===== config.mk =====
export PLATFORM = sky130hd
export DESIGN_NAME = muldiv_unit_flat
export DESIGN_NICKNAME = d
export VERILOG_FILES = /design/src/rtl/muldiv_pkg.sv /design/src/rtl/muldiv_if.sv /design/src/rtl/muldiv_sign_fix.sv /design/src/rtl/muldiv_unit.sv /design/src/flat_wrapper.sv
export SDC_FILE = /design/constraint.sdc
export NUM_CORES = 1
export LEC_CHECK = 0
export BUFFER_PORTS_ARGS = -buffer_cell sky130_fd_sc_hd__buf_2
export CORE_MARGIN = 2
export CORE_UTILIZATION = 42
export CTS_BUF_LIST = sky130_fd_sc_hd__clkbuf_8
export DETAILED_ROUTE_END_ITERATION = 16
export GPL_ROUTABILITY_DRIVEN = 0
export GPL_TIMING_DRIVEN = 0
export HOLD_SLACK_MARGIN = 0.08
export PLACE_DENSITY = 0.62
export SYNTH_ARGS = -nofsm -noshare
export SYNTH_HDL_FRONTEND = slang
export SYNTH_SLANG_ARGS = --single-unit

===== constraint.sdc =====
create_clock -name clk -period 5.2 [get_ports clk]
set_clock_uncertainty 0.2 [all_clocks]
set_input_delay 0.26 -clock clk [delete_from_list [all_inputs] [get_ports clk]]
set_output_delay 0.26 -clock clk [all_outputs]
set_load 0.05 [all_outputs]

===== src/rtl/muldiv_pkg.sv =====
// muldiv_pkg: op codes, FSM states and constants shared by the multiply/divide unit
package muldiv_pkg;
    localparam int XLEN  = 32;
    localparam int ITERS = 32;
    localparam logic [XLEN-1:0] MIN_INT = {1'b1, {(XLEN-1){1'b0}}};

    localparam logic [4:0] ALU_MUL    = 5'b01000;
    localparam logic [4:0] ALU_MULH   = 5'b01001;
    localparam logic [4:0] ALU_MULHSU = 5'b01010;
    localparam logic [4:0] ALU_MULHU  = 5'b01011;
    localparam logic [4:0] ALU_DIV    = 5'b01100;
    localparam logic [4:0] ALU_DIVU   = 5'b01101;
    localparam logic [4:0] ALU_REM    = 5'b01110;
    localparam logic [4:0] ALU_REMU   = 5'b01111;

    typedef enum logic [1:0] {IDLE, CALC, DONE} state_t;
endpackage


===== src/rtl/muldiv_if.sv =====
// muldiv_if: request/result handshake between the execute stage and the multiply/divide unit
interface muldiv_if import muldiv_pkg::*; ();
    logic            start_i;
    logic            flush_i;
    logic [4:0]      alu_op_i;
    logic [XLEN-1:0] op_a_i;
    logic [XLEN-1:0] op_b_i;
    logic            busy_o;
    logic            done_o;
    logic [XLEN-1:0] result_o;

    modport master (output start_i, flush_i, alu_op_i, op_a_i, op_b_i,
                    input  busy_o, done_o, result_o);
    modport slave  (input  start_i, flush_i, alu_op_i, op_a_i, op_b_i,
                    output busy_o, done_o, result_o);
endinterface


===== src/rtl/muldiv_sign_fix.sv =====
// muldiv_sign_fix: operand magnitudes / negate flags on entry, sign restoration and word select on exit
module muldiv_sign_fix import muldiv_pkg::*; (
    input  logic [4:0]        op_i,
    input  logic [XLEN-1:0]   a_i,
    input  logic [XLEN-1:0]   b_i,
    output logic [XLEN-1:0]   mag_a_o,
    output logic [XLEN-1:0]   mag_b_o,
    output logic              neg_lo_o,
    output logic              neg_hi_o,
    input  logic [4:0]        fix_op_i,
    input  logic              fix_neg_lo_i,
    input  logic              fix_neg_hi_i,
    input  logic [2*XLEN-1:0] acc_i,
    output logic [XLEN-1:0]   result_o
);
    logic            sa, sb;
    logic [2*XLEN-1:0] prod;
    logic [XLEN-1:0] quo, rem;

    // MUL uses unsigned magnitudes: its low word is identical for any signedness
    always_comb begin
        sa       = a_i[XLEN-1] && (op_i == ALU_MULH || op_i == ALU_MULHSU || op_i == ALU_DIV || op_i == ALU_REM);
        sb       = b_i[XLEN-1] && (op_i == ALU_MULH || op_i == ALU_DIV || op_i == ALU_REM);
        mag_a_o  = sa ? -a_i : a_i;
        mag_b_o  = sb ? -b_i : b_i;
        neg_lo_o = sa ^ sb;
        neg_hi_o = sa;
        prod     = fix_neg_lo_i ? -acc_i : acc_i;
        quo      = fix_neg_lo_i ? -acc_i[XLEN-1:0] : acc_i[XLEN-1:0];
        rem      = fix_neg_hi_i ? -acc_i[2*XLEN-1:XLEN] : acc_i[2*XLEN-1:XLEN];
        result_o = fix_op_i[2] ? (fix_op_i[1] ? rem : quo)
                 : (fix_op_i[1:0] == 2'b00 ? prod[XLEN-1:0] : prod[2*XLEN-1:XLEN]);
    end
endmodule


===== src/rtl/muldiv_unit.sv =====
// muldiv_unit: iterative RV32M multiply/divide with start/busy/done handshake
module muldiv_unit import muldiv_pkg::*; (
    input  logic     clk,
    input  logic     rst,
    muldiv_if.slave  bus
);
    state_t            state, state_n;
    logic [4:0]        cnt;
    logic [4:0]        op_q;
    logic              neg_lo_q, neg_hi_q;
    logic [XLEN-1:0]   b_q, mag_a, mag_b, fix_res, special_res, sub, result_q;
    logic [2*XLEN-1:0] acc, acc_n;
    logic [XLEN:0]     sum, r_sh;
    logic              neg_lo, neg_hi, accept, div_zero, div_ovf, ge, last;

    muldiv_sign_fix u_sign_fix (
        .op_i         (bus.alu_op_i),
        .a_i          (bus.op_a_i),
        .b_i          (bus.op_b_i),
        .mag_a_o      (mag_a),
        .mag_b_o      (mag_b),
        .neg_lo_o     (neg_lo),
        .neg_hi_o     (neg_hi),
        .fix_op_i     (op_q),
        .fix_neg_lo_i (neg_lo_q),
        .fix_neg_hi_i (neg_hi_q),
        .acc_i        (acc_n),
        .result_o     (fix_res)
    );

    assign bus.busy_o   = state == CALC;
    assign bus.done_o   = state == DONE && !bus.flush_i;
    assign bus.result_o = result_q;

    // acc holds {hi, lo}: product high/low for multiply, {remainder, quotient} for divide
    always_comb begin
        accept      = state == IDLE && bus.start_i && !bus.flush_i && bus.alu_op_i[4:3] == 2'b01;
        div_zero    = bus.alu_op_i[2] && bus.op_b_i == '0;
        div_ovf     = (bus.alu_op_i == ALU_DIV || bus.alu_op_i == ALU_REM) && bus.op_a_i == MIN_INT && bus.op_b_i == '1;
        special_res = div_zero ? (bus.alu_op_i[1] ? bus.op_a_i : '1) : (bus.alu_op_i[1] ? '0 : MIN_INT);
        sum         = {1'b0, acc[2*XLEN-1:XLEN]} + (acc[0] ? {1'b0, b_q} : '0);
        r_sh        = {acc[2*XLEN-1:XLEN], acc[XLEN-1]};
        ge          = r_sh >= {1'b0, b_q};
        sub         = r_sh[XLEN-1:0] - b_q;
        acc_n       = op_q[2] ? {(ge ? sub : r_sh[XLEN-1:0]), acc[XLEN-2:0], ge} : {sum, acc[XLEN-1:1]};
        last        = cnt == 5'(ITERS - 1);
        state_n     = state == IDLE ? (accept ? ((div_zero || div_ovf) ? DONE : CALC) : IDLE)
                    : state == CALC ? (bus.flush_i ? IDLE : (last ? DONE : CALC))
                    : IDLE;
    end

    // FSM state, iteration counter and datapath registers; result written on entry to DONE
    always_ff @(posedge clk or negedge rst) begin
        if (!rst) begin
            state    <= IDLE;
            cnt      <= '0;
            op_q     <= '0;
            neg_lo_q <= 1'b0;
            neg_hi_q <= 1'b0;
            b_q      <= '0;
            acc      <= '0;
            result_q <= '0;
        end else begin
            state <= state_n;
            if (accept) begin
                op_q     <= bus.alu_op_i;
                neg_lo_q <= neg_lo;
                neg_hi_q <= neg_hi;
                b_q      <= mag_b;
                acc      <= {{XLEN{1'b0}}, mag_a};
                cnt      <= '0;
                if (div_zero || div_ovf)
                    result_q <= special_res;
            end else if (state == CALC) begin
                acc <= acc_n;
                cnt <= cnt + 5'd1;
                if (last && !bus.flush_i)
                    result_q <= fix_res;
            end
        end
    end
endmodule


===== src/flat_wrapper.sv =====
// flat-port wrapper written by rule: the top's interface ports become plain ports
module muldiv_unit_flat import muldiv_pkg::*;
  (clk, rst, bus_start_i, bus_flush_i, bus_alu_op_i, bus_op_a_i, bus_op_b_i, bus_busy_o, bus_done_o, bus_result_o);
  muldiv_if bus_i ();
  input  logic clk;
  input  logic rst;
  input wire logic [$bits(bus_i.start_i)-1:0] bus_start_i;
  input wire logic [$bits(bus_i.flush_i)-1:0] bus_flush_i;
  input wire logic [$bits(bus_i.alu_op_i)-1:0] bus_alu_op_i;
  input wire logic [$bits(bus_i.op_a_i)-1:0] bus_op_a_i;
  input wire logic [$bits(bus_i.op_b_i)-1:0] bus_op_b_i;
  output wire logic [$bits(bus_i.busy_o)-1:0] bus_busy_o;
  output wire logic [$bits(bus_i.done_o)-1:0] bus_done_o;
  output wire logic [$bits(bus_i.result_o)-1:0] bus_result_o;
  assign bus_i.start_i = bus_start_i;
  assign bus_i.flush_i = bus_flush_i;
  assign bus_i.alu_op_i = bus_alu_op_i;
  assign bus_i.op_a_i = bus_op_a_i;
  assign bus_i.op_b_i = bus_op_b_i;
  assign bus_busy_o = bus_i.busy_o;
  assign bus_done_o = bus_i.done_o;
  assign bus_result_o = bus_i.result_o;
  muldiv_unit u_core (.clk(clk), .rst(rst), .bus(bus_i));
endmodule

==> key figures <==
STA
  – Least-Margin Pin Slew: between 1000 and 1500 ps
  – FMAX: between 150 and 200 MHz
  – Crit share post-route: 1.01
  – Setup violators final: 2
  – Final hold vios: 0
  – Relative slew slack: 0.255
  – Worst Slack Setup Final: -62.3 ps
  – Minimum clock period: ~5300 ps
  – Max-slew violations: 0
  – RSZ-0062 raised after global routing: true

Clocking
  – CTS sink count: 140
  – TritonCTS clock tree: built
  – Root Driver: clkbuf_8
  – Later-pin clock latency in the skew report: ~500 ps
  – Maximum level of the CTS H-tree: 4
  – Maximum clock path buffer count: 2
  – Clk slew on worst S/H paths: ~100 ps
  – CTS Buf Count: 17

Floorplan
  – Die H: 200 um
  – IO Pins: 107
  – Chip width: approximately 200 um
  – Die ar.: ~40,000 um2
  – Initial Utilization: 0.428
  – Core area: ~38,000 um2
  – Rows: 71

Place
  – Dpl ws: -2120 ps
  – Port-buffer cells: ~110
  – Placed cells: 2,787
  – Dpl hpwl: 56,400 um

Cells and area
  – Layout cells sized above 1: 0.200
  – Synthesis-to-layout area growth: 25.3%
  – Final nets: 2,596
  – Final core utilization: 0.536
  – Post-Layout Cell Count: approximately 3,000

Synth
  – Gate count after technology mapping: ~2,200
  – Avg Cell Area, Syn: approximately 7.5 um2
  – Largest area contributor in the netlist: dfrtp_1
  – Register area share after synthesis: 0.216
  – Ys flop type: dfrtp_1
  – EDFF count, synth: 0
  – Top cell type's share of synthesized area: 0.216
  – Yosys cell types: 104
  – Dominant cell by count in the synthesized netlist: nand2_1
  – Mapped cell area: between 15,000 and 20,000 um2
  – Commonest cells post-synth: nand2_1 (291), o21ai_0 (213), a21oi_1 (140), dfrtp_1 (140), nor2_1 (120)
  – Yosys warns: 0
  – Net Count, Synth: approximately 2,300
  – #FFs+latches synth: 140
  – Asr flop ratio synth: 1.00
  – Synth area leaders: dfrtp_1 (22%), nand2_1 (6.7%), o21ai_0 (6.6%)

Hold path
  – Worst hold path class: primary input to register
  – Worst Min Path Start: bus_alu_op_i[3]

Critical path
  – Arr. time, crit path: ~5500 ps
  – Worst Setup Start Kind: register
  – RR Startpoint: u_core.acc[32]$_DFFE_PN0P_
  – Worst EP required: between 5000 and 6000 ps
  – Kind of critical path: register to register
  – CP startpoint: u_core.acc[32]$_DFFE_PN0P_
  – Critical path endpoint category: register
  – Peak fanout along the critical path: 7

Routing
  – First-pass DRT Iterations: 7
  – Via count: between 15,000 and 20,000
  – Drt initial violations: 2,763
  – Total Wirelength: about 74,000 um
  – Post-DR vias/cell: 6.56
  – WL/cell: 25.0 um
  – Residual DRC: 0
  – Routed Antenna Nets: 0

Global route
  – Initial antenna violation count: 1
  – Overflow after GRT: 0
  – Global-route wire length before repair: 109,000 um
  – Total Routing Usage GR: 0.355
  – Largest net degree at the start of global routing: 94
  – Vias in the first global route: roughly 18,000

Job
  – Maximum capacitance violations: 0

Pwr
  – Worst IR Drop VDD: ~0.28 mV
  – Leak pwr: 8.18 nW
  – Pwr dens: approximately 590 nW/um2

Status
  – Status: finished, violations left
  – Failing checks: negative setup slack
metrics by stage:
stage	TNS [ps]	total power [W]	hold slack, ps	cell area [um2]
2_1_floorplan	0	0.00692	-236	16200
3_3_place_gp	-40770	0.00917	253	17400
4_1_cts	-13.8	0.0109	275	19500
5_1_grt	-675	0.0125	284	20300
3_5_place_dp	-39510	0.00925	32.6	17400
6_report	-71.8	0.0120	228	20300
cell families after synthesis:
group / share of synthesized area
simple gates: 0.244
fa+ha+maj: 0.0573
mux: 0.0240
xor+xnor: 0.0963
flops: 0.216
buf+inv: 0.0676
compound gates: 0.294
area by class of cell:
class | count | area, um2
antenna | 1 | 2.50
buffer | 128 | 898
clock buffer | 19 | 262
clock inverter | 12 | 115
fill | 3708 | 17600
inverter | 82 | 310
multi-input combinational | 1808 | 12500
sequential | 140 | 3540
tap | 511 | 639
timing repair buffer | 273 | 2030
per-layer routing:
layer | wire (um) | GRT usage | vias to the layer above
li1 | - | - | 8571
met1 | 28700 | 0.458 | 9195
met2 | 31500 | 0.537 | 1430
met3 | 10100 | 0.119 | 322
met4 | 4130 | 0.161 | 4
met5 | 57 | 0 | -
worst max-delay path, cell delays in order (launching register included):
cell and delay [ps]:
dfrtp_2 450, ha_4 300, nand2b_4 60, a211o_1 350, a2111o_1 500, a211oi_4 350
nor3_4 110, buf_12 150, nand2_4 40, o211ai_1 90, nor2b_4 150, inv_2 90
ha_4 160, inv_4 40, a2111oi_4 340, nand3_2 160, or3_4 460, clkbuf_16 190
o41ai_4 360, xor2_1 260, nand2_1 80, a31oi_1 180, a21o_1 100
registers in the layout, indices dropped and copies added, names as in the netlist:
register             count
u_core.b_q              32
u_core.op_q              3
u_core.state             2
u_core.neg_hi_q          1
u_core.neg_lo_q          1
u_core.acc              64
u_core.cnt               5
u_core.bus.result_o     32
final timing paths:
| check | endpoint | slack (ps) | depth (start not counted) |
|---|---|---|---|
| worst max-delay path | u_core.bus.result_o[22]$_DFFE_PN0P_ | -60 | 22 |
| worst min-delay path | u_core.state[0]$_DFF_PN0_ | 230 | 6 |
| worst min register to register | u_core.bus.result_o[4]$_DFFE_PN0P_ | 290 | 2 |
| min in group asynchronous | u_core.acc[53]$_DFFE_PN0P_ | 560 | 3 |
| max in group asynchronous | u_core.op_q[1]$_DFFE_PN0P_ | 2800 | 4 |
| worst max register to register | u_core.bus.result_o[22]$_DFFE_PN0P_ | -60 | 22 |
report_power, final:
group          switching [W]  leakage (nW)  internal (W)
Clock               0.000495         0.185      0.000405
Combinational        0.00570          6.25       0.00352
Sequential          0.000525          1.75       0.00139
Total                0.00672          8.18       0.00531
cell usage in the layout (no fill, tap or decap), types with 20 or more instances in the layout:
cell	instances
a31oi_1	25
mux2i_1	31
or3_1	22
o21a_1	20
dfrtp_1	109
a21o_1	27
nor3_1	61
xnor2_1	94
ha_1	49
inv_1	79
xor2_1	79
buf_4	91
a21oi_1	122
nor2_1	118
buf_2	107
o21ai_0	201
clkbuf_1	62
and2_1	41
clkbuf_8	34
nand2b_1	20
nand4_1	35
o211ai_1	44
dlygate4sd3_1	84
nand2_1	285
dfrtp_2	31
nand3_1	72
nor4_1	23
o31ai_1	40
timing repair:
item                                   4_1_cts  5_1_grt
setup endpoints to repair                   41       30
endpoints found under the hold margin      230        0
resized for setup                          143      132
pin swaps                                   33       54
gates cloned                                 0        1
setup buffers                               47       35
hold buffers                                84        0
Note: power is estimated with default switching activity, not from simulation.
